## src/rtl/ramp_seq_pkg.sv

```systemverilog
// Shared state encoding and direction constants for the ramp sequencer.
package ramp_seq_pkg;

  typedef enum logic [2:0] {
    IDLE  = 3'd0,
    UP    = 3'd1,
    DWELL = 3'd2,
    DOWN  = 3'd3,
    DONE  = 3'd4
  } state_e;

  localparam logic DIR_UP   = 1'b1;
  localparam logic DIR_DOWN = 1'b0;

endpackage

```

## src/rtl/ramp_counter_core.sv

```systemverilog
// Up/down counter datapath with synchronous load and enable; load has priority.
module ramp_counter_core
  import ramp_seq_pkg::*;
#(
  parameter int unsigned WIDTH = 8
) (
  input  logic             clk,
  input  logic             reset,
  input  logic             i_load,
  input  logic [WIDTH-1:0] i_load_val,
  input  logic             i_en,
  input  logic             i_up,
  output logic [WIDTH-1:0] o_count
);

  logic [WIDTH-1:0] r_count;

  always_ff @(posedge clk or posedge reset) begin
    if (reset) begin
      r_count <= '0;
    end else if (i_load) begin
      r_count <= i_load_val;
    end else if (i_en) begin
      r_count <= (i_up == DIR_UP) ? r_count + WIDTH'(1) : r_count - WIDTH'(1);
    end
  end

  assign o_count = r_count;

endmodule

```

## src/rtl/ramp_sequencer.sv

```systemverilog
// Trapezoidal ramp controller: floor -> peak, dwell, peak -> floor, repeated reps times.
// Optional pause input enabled by defining RAMP_SEQ_PAUSE_EN.
module ramp_sequencer
  import ramp_seq_pkg::*;
#(
  parameter int unsigned WIDTH   = 8,
  parameter int unsigned REPS_W  = 4,
  parameter int unsigned DWELL_W = 8
) (
  input  logic               clk,
  input  logic               reset,
  input  logic               start,
  input  logic               abort,
`ifdef RAMP_SEQ_PAUSE_EN
  input  logic               pause,
`endif
  input  logic [WIDTH-1:0]   floor_val,
  input  logic [WIDTH-1:0]   peak_val,
  input  logic [DWELL_W-1:0] dwell_cycles,
  input  logic [REPS_W-1:0]  reps,
  output logic [WIDTH-1:0]   count,
  output logic               dir,
  output logic               busy,
  output logic               done,
  output logic               err,
  output logic [REPS_W-1:0]  rep_cnt
);

  state_e             r_state, w_state_next;
  logic [WIDTH-1:0]   r_floor, r_peak, w_count;
  logic [DWELL_W-1:0] r_dwell, r_dwell_cnt;
  logic [REPS_W-1:0]  r_reps, r_rep_cnt;
  logic               r_dir, r_err, w_err_next;
  logic               w_latch, w_load, w_en, w_up, w_adv, w_rep_inc;
  logic               w_at_peak, w_at_floor, w_last_rep;

`ifdef RAMP_SEQ_PAUSE_EN
  assign w_adv = ~pause;
`else
  assign w_adv = 1'b1;
`endif

  // Bounds are checked against the value the counter is about to take.
  assign w_at_peak  = (w_count + WIDTH'(1)) == r_peak;
  assign w_at_floor = (w_count - WIDTH'(1)) == r_floor;
  assign w_last_rep = (r_rep_cnt + REPS_W'(1)) == r_reps;

  always_comb begin
    w_state_next = r_state;
    w_err_next   = r_err;
    w_latch      = 1'b0;
    w_load       = 1'b0;
    w_en         = 1'b0;
    w_up         = DIR_UP;
    w_rep_inc    = 1'b0;
    unique case (r_state)
      IDLE: begin
        if (start) begin
          if (floor_val >= peak_val) begin
            w_state_next = DONE;
            w_err_next   = 1'b1;
          end else if (reps == '0) begin
            w_state_next = DONE;
            w_err_next   = 1'b0;
          end else begin
            w_state_next = UP;
            w_err_next   = 1'b0;
            w_latch      = 1'b1;
            w_load       = 1'b1;
          end
        end
      end
      UP: begin
        if (w_adv) begin
          w_en = 1'b1;
          if (w_at_peak) w_state_next = (r_dwell != '0) ? DWELL : DOWN;
        end
      end
      DWELL: begin
        if (w_adv && (r_dwell_cnt == r_dwell - DWELL_W'(1))) w_state_next = DOWN;
      end
      DOWN: begin
        if (w_adv) begin
          w_en = 1'b1;
          w_up = DIR_DOWN;
          if (w_at_floor) begin
            w_rep_inc    = 1'b1;
            w_state_next = w_last_rep ? DONE : UP;
          end
        end
      end
      DONE:    w_state_next = IDLE;
      default: w_state_next = IDLE;
    endcase
    // Abort overrides everything, including a same-cycle completion.
    if (abort && (r_state != IDLE)) begin
      w_state_next = IDLE;
      w_en         = 1'b0;
      w_rep_inc    = 1'b0;
    end
  end

  always_ff @(posedge clk or posedge reset) begin
    if (reset) begin
      r_state     <= IDLE;
      r_floor     <= '0;
      r_peak      <= '0;
      r_dwell     <= '0;
      r_reps      <= '0;
      r_dwell_cnt <= '0;
      r_rep_cnt   <= '0;
      r_dir       <= DIR_UP;
      r_err       <= 1'b0;
    end else begin
      r_state <= w_state_next;
      r_err   <= w_err_next;
      if (w_latch) begin
        r_floor <= floor_val;
        r_peak  <= peak_val;
        r_dwell <= dwell_cycles;
        r_reps  <= reps;
      end
      if (w_latch) begin
        r_rep_cnt <= '0;
      end else if (w_rep_inc) begin
        r_rep_cnt <= r_rep_cnt + REPS_W'(1);
      end
      // Falling steps clear dir; landing on floor for another rep sets it again.
      if (w_latch) begin
        r_dir <= DIR_UP;
      end else if (w_en && (w_up == DIR_DOWN)) begin
        r_dir <= (w_state_next == UP) ? DIR_UP : DIR_DOWN;
      end
      if ((r_state == DWELL) && (w_state_next == DWELL)) begin
        if (w_adv) r_dwell_cnt <= r_dwell_cnt + DWELL_W'(1);
      end else begin
        r_dwell_cnt <= '0;
      end
    end
  end

  ramp_counter_core #(
    .WIDTH (WIDTH)
  ) u_core (
    .clk        (clk),
    .reset      (reset),
    .i_load     (w_load),
    .i_load_val (floor_val),
    .i_en       (w_en),
    .i_up       (w_up),
    .o_count    (w_count)
  );

  assign count   = w_count;
  assign dir     = r_dir;
  assign busy    = (r_state == UP) || (r_state == DWELL) || (r_state == DOWN);
  assign done    = (r_state == DONE);
  assign err     = r_err && (r_state == DONE);
  assign rep_cnt = r_rep_cnt;

endmodule
```

## config.mk

```make
export PLATFORM = sky130hd
export DESIGN_NAME = ramp_sequencer
export DESIGN_NICKNAME = d
export VERILOG_FILES = /design/src/rtl/ramp_seq_pkg.sv /design/src/rtl/ramp_counter_core.sv /design/src/rtl/ramp_sequencer.sv
export SDC_FILE = /design/constraint.sdc
export NUM_CORES = 1
export LEC_CHECK = 0
export CORE_UTILIZATION = 41
export CTS_CLUSTER_SIZE = 10
export DETAILED_ROUTE_END_ITERATION = 12
export HOLD_SLACK_MARGIN = 0.15
export PLACE_DENSITY = 0.61
export SLEW_MARGIN = 15
export SYNTH_ARGS = -nofsm -noshare
export SYNTH_HDL_FRONTEND = slang
export SYNTH_SLANG_ARGS = --single-unit
```

## constraint.sdc

```tcl
create_clock -name clk -period 2.15 [get_ports clk]
set_input_delay 0.43 -clock clk [delete_from_list [all_inputs] [get_ports clk]]
set_output_delay 0.43 -clock clk [all_outputs]
set_load 0.01 [all_outputs]
```

==> impl_results.md, run 1 <==
* Status: finished clean
* Maximum vdd drop at 0.540 mV
* Vias in the first global route at between 3k and 4k
* Vias per inst at 5.34
* Leak Pwr at 2.20 nW
* Total GRT Usage at 22.7%
* Max-cap violation count at 0
* Starting Density at 42.3%
* Via total after detailed routing at 3075
* Slew headroom at 72.8%
* Syn Inst Count at 353
* Final ANT Viol Nets at 0
* Max FO, Critical Path at 6
* Fin worst setup slack at 0.0216 ns
* Final WL at 9180 µm
* Syn_nets at just under 400
* Share of layout cells above drive strength 1 at 35.7%
* Clk_skew at approximately 0.0061 ns
* # diodes at 0
* Num CTS Buffers at 5
* Final Non-Filler Cells at 576
* Skew-Pair Late Insertion Delay at 0.30 ns
* Avg Cell Area, Syn at 9.84 µm²
* Hold Vio Cnt, Final at 0
* Largest net degree at the start of global routing at 39
* Most common cell after layout, fill and taps aside: buf_4
* Antenna violations before repair at 0
* First-pass GRT wire length at 15500 µm
* Clk buf depth at 2
* Core box area at around 8000 µm²
* Most frequent cells in the layout: 73 x buf_4, 47 x dfrtp_1, 34 x clkdlybuf4s50_1
* Distinct cells, synth at 63
* Synth Warn # at 0
* Dominant cells by area after synthesis: dfrtp_1 37%, xnor2_1 8.6%, mux2_2 8.4%
* Clk root buf: clkbuf_8
* Util after Layout at between 60% and 70%
* H-tree depth at 2
* Routability Congestion at 0.789
* Max Fclk at between 0.4 and 0.5 GHz
* Yosys top cell by area: dfrtp_1
* Post-CTS Hold Buffers at 0
* Fin nets at 515
* Die area at slightly below 9000 µm²
* Synth Flop Type: dfrtp_1
* Final setup viols at 0
* Detailed-placement wirelength estimate at 6640 µm
* Yosys top cell area share at 37.5%
* Gr ovfl total at 0
* Fillers at 697
* Die Ht at 94.0 µm
* Period utilization at 99.0%
* Iteration-0 DRC Markers at about 120
* I/O pins at 48
* Hold_ws at roughly 0.41 ns
* IO buf count at 47
* DR WL/cell at about 16 µm
* RSZ-0062 raised after global routing: true
* HP Class: input port to asynchronous set/reset pin
* Sequential share of the synthesized area at a little under two fifths
* Async S/R FF share, synth at 100%
* Cell Area, Synth at 3470 µm²
* Crit Path Class: register to register
* Pre-CTS setup slack at -0.517 ns
* Pwr dens at 1120 nW/µm²
* Req. time, crit path at roughly 2.4 ns
* Row cnt at 33
* Tmin final at around 2.1 ns
* Total clock sinks at between 50 and 60
* Clk slew on worst S/H paths at 0.10 ns
* DIE WIDTH at 94.0 µm
* CP endpoint kind: register
* Number of enable flip-flop cells after synthesis at 0
* Drt pass-1 iters at 4
* P&R area growth vs syn at 44.8%
* Placed cell count at 546
* Worst Max-Slew Pin Slew at 0.404 ns
* Flops & latches, synth at between 50 and 60
* Count of pins over their slew limit at 0
* CTS tree: done
* DR DRC count at 0
* Crit path launch type: register
* WP data arrival at 2.33 ns
what timing repair did:
item | CTS | global route
resized for setup | 51 | 20
pin swaps | 15 | 12
setup endpoints to repair | 53 | 53
cloned | 2 | 0
setup buffers | 20 | 1
state kept, by name, summed over array words and instances, names as in the netlist:
register,flops
r_dwell,8
r_dwell_cnt,8
r_floor,8
r_peak,8
u_core.o_count,8
r_reps,4
rep_cnt,4
r_state,3
dir,1
r_err,1
power by group:
part	switching [mW]	leakage [nW]	internal, mW
logic	1.44	1.49	1.78
registers	0.372	0.651	1.33
clock network	0.323	0.0585	0.380
metrics by stage:
step | setup TNS [ns] | power (mW) | instance area (µm²)
6_report | 0 | 5.63 | 5030
5_1_grt | -0.189 | 6.02 | 5030
4_1_cts | 0 | 5.51 | 4960
3_5_place_dp | -23.99 | 4.56 | 4540
3_3_place_gp | -21.63 | 4.49 | 4540
2_1_floorplan | -0.141 | 3.53 | 3570
cell usage after synthesis (all sizes together), types with 4 or more instances:
master and instances:
a21oi 9, and2 4, and3 5, buf 8
clkbuf 8, dfrtp 52, ha 13, inv 18
mux2 27, nand2 20, nand2b 4, nand3 13
nand4 6, nor2 27, nor3 5, nor4 6
nor4b 4, o211ai 7, o21a 4, o21ai 23
xnor2 34, xor2 17
final timing paths:
| kind | start | end | slack (ns) | cells past startpoint |
|---|---|---|---|---|
| min reg2reg | r_err | r_err | 0.49 | 1 |
| max | u_core.o_count[0] | rep_cnt[0] | 0.02 | 9 |
| min in group clk | r_err | r_err | 0.49 | 1 |
| min | reset | rep_cnt[3] | 0.41 | 2 |
| max reg2reg | u_core.o_count[0] | rep_cnt[0] | 0.02 | 9 |
| max in group asynchronous | reset | u_core.o_count[3] | 1.21 | 3 |
cell type report:
type / count / area (µm²) / area share, %
inverter: 18 / 67.6 / 1.34
timing repair buffer: 125 / 1080 / 21.4
clock buffer: 7 / 86.3 / 1.72
clock inverter: 1 / 30.0 / 0.597
sequential: 53 / 1330 / 26.5
tap: 105 / 131 / 2.61
multi-input combinational: 267 / 2300 / 45.8
kinds of logic (layout without fill, tap and decap cells):
family / Yosys count / count (layout) / share of synthesized area (%)
adder cells (fa/ha/maj): 13 / 13 / 4.68
flip-flops: 53 / 53 / 38.2
multiplexers: 29 / 29 / 9.44
AND/OR/NAND/NOR: 109 / 110 / 18.2
buffers and inverters: 34 / 151 / 4.18
XOR/XNOR: 51 / 51 / 12.9
AO/OA/AOI/OAI: 64 / 64 / 12.4
critical path, cell delays in order (launching register included):
cell	delay, ns
dfrtp_2	0.48
inv_2	0.09
ha_4	0.21
xnor2_4	0.14
nor4b_2	0.22
a22o_1	0.19
nor4b_4	0.19
buf_4	0.18
a2bb2oi_2	0.07
mux2_4	0.27
layer usage:
layer | share of wire [%] | GRT usage [%] | vias to the layer above
li1 | - | - | 1486
met1 | 44 | 29.0 | 1520
met2 | 51 | 40.1 | 61
met3 | 3.6 | 3.07 | 8
met4 | 1.2 | 5.90 | 0
met5 | 0 | 0 | -
(Power assumes the default switching activity.)
==> run 2: changes to the inputs <==
--- a/config.mk
+++ b/config.mk
@@ -8,2 +8,3 @@
 export CORE_UTILIZATION = 41
+export CTS_BUF_LIST = sky130_fd_sc_hd__clkbuf_8
 export CTS_CLUSTER_SIZE = 10
@@ -11,2 +12,3 @@
 export HOLD_SLACK_MARGIN = 0.15
+export MAX_ROUTING_LAYER = met4
 export PLACE_DENSITY = 0.61
--- a/constraint.sdc
+++ b/constraint.sdc
@@ -3,2 +3,2 @@
 set_output_delay 0.43 -clock clk [all_outputs]
-set_load 0.01 [all_outputs]
+set_load 0.02 [all_outputs]
==> impl_results.md, run 2 (synthesis results as in run 1) <==
* Drt pass-1 iters at 4 (unchanged)
* Gr ovfl total at 0 (unchanged)
* Failing checks: setup timing
* Pint at 3.36 mW (-3.9%)
* Area of the multi-input gates at 2320 µm² (+0.82%)
* Clk root buf: clkbuf_8
* P&R area growth vs syn at 44.1%
* Core box area at 8220 µm² (unchanged)
* Status: finished, violations left
* Pre-CTS setup slack at -0.524 ns (-0.00680 ns)
* Busiest layer in global routing: met2
* Max-cap violation count at 0 (unchanged)
* Grt met2 use at 36.6% (-3.5 points)
* Vias in the first global route at 3024 (-4.7%)
* Crit path launch type: register
* Most frequent cells in the layout: 66 x buf_4, 48 x dfrtp_1, 32 x xnor2_1
* Gate power share at 58.8% (+1.5 points)
* HP Class: input port to asynchronous set/reset pin
* Die area at 8840 µm² (unchanged)
* Num CTS Buffers at 5 (unchanged)
* Vias per inst at 5.24 (-1.9%)
* Crit Path Class: register to register
* Leak Pwr at 2.23 nW (+1.2%)
* Sequential Area at 1330 µm² (about the same)
* Clk pwr share at 10.8% (-1.7 points)
* I/O pins at 48 (unchanged)
* Tmin final at 2.16 ns (+0.0319 ns)
* Max FO, Critical Path at 7 (+1)
* Util after Layout at 60.9% (-0.30 points)
* # diodes at 0 (unchanged)
* Detailed-placement wirelength estimate at 6460 µm (-2.8%)
* Iteration-0 DRC Markers at 122 (+6.1%)
* Final setup viols at 1 (+1)
* Clk_skew at 0.00550 ns (-0.000590 ns)
* Crit path launch: u_core.o_count[0]
* Fin worst setup slack at -0.0104 ns (-0.0319 ns)
* RSZ-0062 raised after global routing: true
* Largest net degree at the start of global routing at 54 (+38%)
* Skew-Pair Late Insertion Delay at 0.31 ns (about the same)
* CP peak stage delay at 0.46 ns (-0.02 ns)
* Sequential Power Share at 30.4% (+0.2 points)
* Post-CTS Hold Buffers at 0 (unchanged)
* Fillers at 716 (+2.7%)
* DIE WIDTH at 94.0 µm (unchanged)
* Total clock sinks at 53 (unchanged)
* Switching power at 2.24 mW (+4.7%)
* CTS tree: done
* Total GRT Usage at 22.6% (-0.13 points)
* GR Util met3 at 3.96% (+0.89 points)
* Maximum vdd drop at 0.593 mV (+9.8%)
* DR WL/cell at 15.9 µm (-0.30%)
* GR Layer Usage met1 at 29.1% (+0.073 points)
* Hold Vio Cnt, Final at 0 (unchanged)
* Period utilization at 100% (+1.5 points)
* Row cnt at 33 (unchanged)
* Pwr Total at 5.59 mW (-0.65%)
* Share of layout cells above drive strength 1 at 35.4% (-0.26 points)
* Hold_ws at 0.471 ns (+0.0622 ns)
* First-pass GRT wire length at 14700 µm (-5.1%)
* WP data arrival at 2.37 ns (+0.04 ns)
* Req. time, crit path at 2.36 ns (about the same)
* Final WL at 9070 µm (-1.2%)
* CP endpoint kind: register
* Fin nets at 510 (-0.97%)
* DR DRC count at 0 (unchanged)
* Routability Congestion at 0.840 (+6.4%)
* Pwr dens at 1120 nW/µm² (-0.15%)
* IO buf count at 47 (unchanged)
* H-tree depth at 2 (unchanged)
* Most common cell after layout, fill and taps aside: buf_4
* Clk buf depth at 2 (unchanged)
* Final ANT Viol Nets at 0 (unchanged)
* Worst-case reg-to-reg path depth at 9 (unchanged)
* Slew headroom at 69.2% (-3.6 points)
* Antenna violations before repair at 0 (unchanged)
* Via total after detailed routing at 2991 (-2.7%)
* Die Ht at 94.0 µm (unchanged)
* R2R Path End: rep_cnt[0]
* Sw Ratio at 40.0% (+2.0 points)
* Worst Max-Slew Pin Slew at 0.461 ns (+0.0567 ns)
* Max Fclk at 0.463 GHz (-1.5%)
* CP max stage cell: dfrtp_2
* Count of pins over their slew limit at 0 (unchanged)
* Clk slew on worst S/H paths at 0.10 ns (about the same)
* CP Cell Sequence: inv_4 -> ha_4 -> xnor2_4 -> nor4_4 -> a22o_1 -> nor4b_4 -> buf_6 -> a2bb2oi_2 -> mux2_4
* Starting Density at 42.3% (unchanged)
* FF-to-FF setup slack at -0.01 ns (-0.03 ns)
* Worst r2r src: u_core.o_count[0]
## run 2: changes by cell type in the layout (fill, tap and decap cells not counted), moves of 3 or more
cell             delta
dlymetal6s2s_1      +3
nor4_2              -3
buf_4               -7
clkdlybuf4s50_1     -5
## run 2: how the worst max path moves through the flow
stage / end / slack (ns) / cells past startpoint
2_1_floorplan: rep_cnt[0] / -0.1 / 7
3_3_place_gp: r_dwell[4] / -0.46 / 10
3_5_place_dp: r_dwell[1] / -0.52 / 10
4_1_cts: rep_cnt[0] / 0.003 / 9
5_1_grt: rep_cnt[0] / -0.11 / 9
6_report: rep_cnt[0] / -0.01 / 9
## run 2: area by class of cell
class,instances,share of cell area [%]
clock inverter,2,0.275
inverter,18,1.40
sequential,53,26.6
tap,105,2.63
timing repair buffer,120,21.0
clock buffer,6,1.65
multi-input combinational,267,46.4
## run 2: what timing repair did
item	in CTS	in global routing
pin swaps	13	11
resized for setup	51	30
setup endpoints to repair	53	46
gates cloned	2	0
buffers inserted	16	2
endpoints found under the hold margin	0	0
## run 2: critical path: cells and delay by family, from the launching register on
family | cells | cell delay, ns
flops | 1 | 0.46
compound gates | 2 | 0.25
fa+ha+maj | 1 | 0.22
xor+xnor | 1 | 0.14
mux | 1 | 0.27
simple gates | 2 | 0.47
buf+inv | 2 | 0.25
## run 2: power by group through the flow
stage	Sequential [mW]	Clock (mW)	Combinational, mW
final	1.70	0.606	3.29
after global routing	1.75	0.655	3.55
after CTS	1.68	0.622	3.11
after detailed placement	1.69	0	2.89
after global placement	1.69	0	2.85
after floorplan	1.69	0	1.92
## run 2: per-stage QoR
step,std cells,instance area [µm²],setup TNS (ns)
CTS,570,4890,0
finish,571,5000,-0.0104
global placement,544,4530,-21.51
global route,571,5000,-0.425
floorplan,353,3570,-0.280
detailed placement,544,4530,-23.65
## run 2: metal layers
metal / vias up / wire (µm)
met3: 14 / 342
li1: 1472 / -
met4: 0 / 140
met5: - / 0
met1: 1451 / 4110
met2: 54 / 4480
==> run 3: changes to the inputs <==
Settings changed: SKIP_LAST_GASP from default to 1.
==> impl_results.md, run 3 (synthesis results as in run 1) <==
* Max Fclk at 0.463 GHz (+0.13%)
* Maximum vdd drop at 0.594 mV (about the same)
* DIE WIDTH at 94.0 µm (unchanged)
* Clk_skew at 0.00586 ns (+0.000351 ns)
* Skew-Pair Late Insertion Delay at 0.31 ns (about the same)
* Iteration-0 DRC Markers at 92 (-25%)
* Crit path launch type: register
* P&R area growth vs syn at 44.0% (about the same)
* Num CTS Buffers at 5 (unchanged)
* Die Ht at 94.0 µm (unchanged)
* Tmin final at 2.16 ns (-0.00272 ns)
* Area after DPL at 4530 µm² (unchanged)
* Vias per inst at 5.25 (+0.13%)
* Most frequent cells in the layout: 66 x buf_4, 48 x dfrtp_1, 32 x xnor2_1
* CP endpoint kind: register
* Drt pass-1 iters at 5 (+1)
* Period utilization at 100% (-0.13 points)
* Hold Vio Cnt, Final at 0 (unchanged)
* Via total after detailed routing at 2995 (+0.13%)
* Req. time, crit path at 2.36 ns (about the same)
* Clk root buf: clkbuf_8
* CTS tree: done
* Setup TNS at -0.00765 ns (+0.00272 ns)
* Failing checks: setup timing
* First-pass GRT wire length at 14700 µm (unchanged)
* Count of pins over their slew limit at 0 (unchanged)
* Max-cap violation count at 0 (unchanged)
* Total clock sinks at 53 (unchanged)
* Finished Cell Area at 5000 µm² (about the same)
* Fin worst setup slack at -0.00765 ns (+0.00272 ns)
* Total GRT Usage at 22.6% (unchanged)
* Final setup viols at 1 (unchanged)
* Final ANT Viol Nets at 0 (unchanged)
* # diodes at 0 (unchanged)
* I/O pins at 48 (unchanged)
* Share of layout cells above drive strength 1 at 35.4% (unchanged)
* RSZ-0062 raised after global routing: true
* Clk buf depth at 2 (unchanged)
* Pwr dens at 1120 nW/µm² (about the same)
* DR WL/cell at 15.9 µm (+0.32%)
* Crit Path Class: register to register
* WP data arrival at 2.37 ns (about the same)
* IO buf count at 47 (unchanged)
* Antenna violations before repair at 0 (unchanged)
* Leak Pwr at 2.21 nW (-0.68%)
* Fin nets at 510 (unchanged)
* Status: finished, violations left
* Core box area at 8220 µm² (unchanged)
* Vias in the first global route at 3024 (unchanged)
* Clk slew on worst S/H paths at 0.10 ns (about the same)
* Starting Density at 42.3% (unchanged)
* Row cnt at 33 (unchanged)
* Worst Max-Slew Pin Slew at 0.456 ns (-0.00488 ns)
* Detailed-placement wirelength estimate at 6460 µm (unchanged)
* DR DRC count at 0 (unchanged)
* HP Class: input port to asynchronous set/reset pin
* Gr ovfl total at 0 (unchanged)
* Routability Congestion at 0.840 (unchanged)
* Final WL at 9100 µm (+0.32%)
* Die area at 8840 µm² (unchanged)
* Max FO, Critical Path at 7 (unchanged)
* Hold_ws at 0.469 ns (-0.00148 ns)
* H-tree depth at 2 (unchanged)
* Most common cell after layout, fill and taps aside: buf_4
* Slew headroom at 69.5% (+0.33 points)
* Largest net degree at the start of global routing at 54 (unchanged)
[run 3: cell count changes in the layout (fill, tap and decap cells not counted)]
| cell | previous run | this run |
|---|---|---|
| clkdlybuf4s50_1 | 29 | 30 |
| dlymetal6s2s_1 | 4 | 3 |
[run 3: per-layer routing]
metal / vias to the layer above / global-route usage (%) / routed length (µm)
met2: 56 / 36.6 / 4490
li1: 1471 / - / -
met5: - / - / 0
met3: 12 / 3.96 / 429
met4: 0 / 6.15 / 117
met1: 1456 / 29.1 / 4060
[run 3: path summary, 6_finish.rpt]
check | slack (ns) | cells past startpoint | startpoint | to
worst min-delay path | 0.47 | 3 | reset | r_dwell_cnt[0]
worst min register to register | 0.50 | 1 | r_err | r_err
worst max-delay path | -0.008 | 9 | u_core.o_count[0] | rep_cnt[0]
max in group asynchronous | 1.39 | 3 | reset | dir
worst max register to register | -0.008 | 9 | u_core.o_count[0] | rep_cnt[0]
min in group clk | 0.50 | 1 | r_err | r_err
[run 3: through the flow]
step / power (mW) / worst slack, ns / cells / utilization (%)
floorplan: 3.60 / -0.0979 / 353 / -
global placement: 4.54 / -0.463 / 544 / 55.1
detailed placement: 4.58 / -0.524 / 544 / 55.1
CTS: 5.41 / 0.00270 / 570 / 59.6
global route: 5.96 / -0.107 / 571 / 60.9
finish: 5.60 / -0.00765 / 571 / 60.9
[run 3: cell type report]
class | count | area, µm²
Clock buffer | 6 | 82.6
Clock inverter | 2 | 13.8
Fill cell | 716 | 3210
Inverter | 18 | 70.1
Multi-Input combinational cell | 267 | 2320
Sequential cell | 53 | 1330
Tap cell | 105 | 131
Timing Repair Buffer | 120 | 1050
[run 3: repair_timing]
action,in CTS,in global routing
resized for setup,51,29
buffers inserted,16,2
pin swaps,13,11
hold buffers,0,0
gates cloned,2,0
endpoints found under the setup margin,53,46
[run 3: worst max-delay path: stages (launching register included)]
cell	delay (ns)
dfrtp_2	0.46
inv_4	0.08
ha_4	0.22
xnor2_4	0.14
nor4_4	0.27
a22o_1	0.19
nor4b_4	0.20
buf_6	0.16
a2bb2oi_2	0.06
mux2_4	0.27
[run 3: power by group]
part	total, mW	internal, mW	switching, mW
clock network	0.607	0.262	0.345
logic	3.29	1.76	1.52
registers	1.70	1.33	0.370
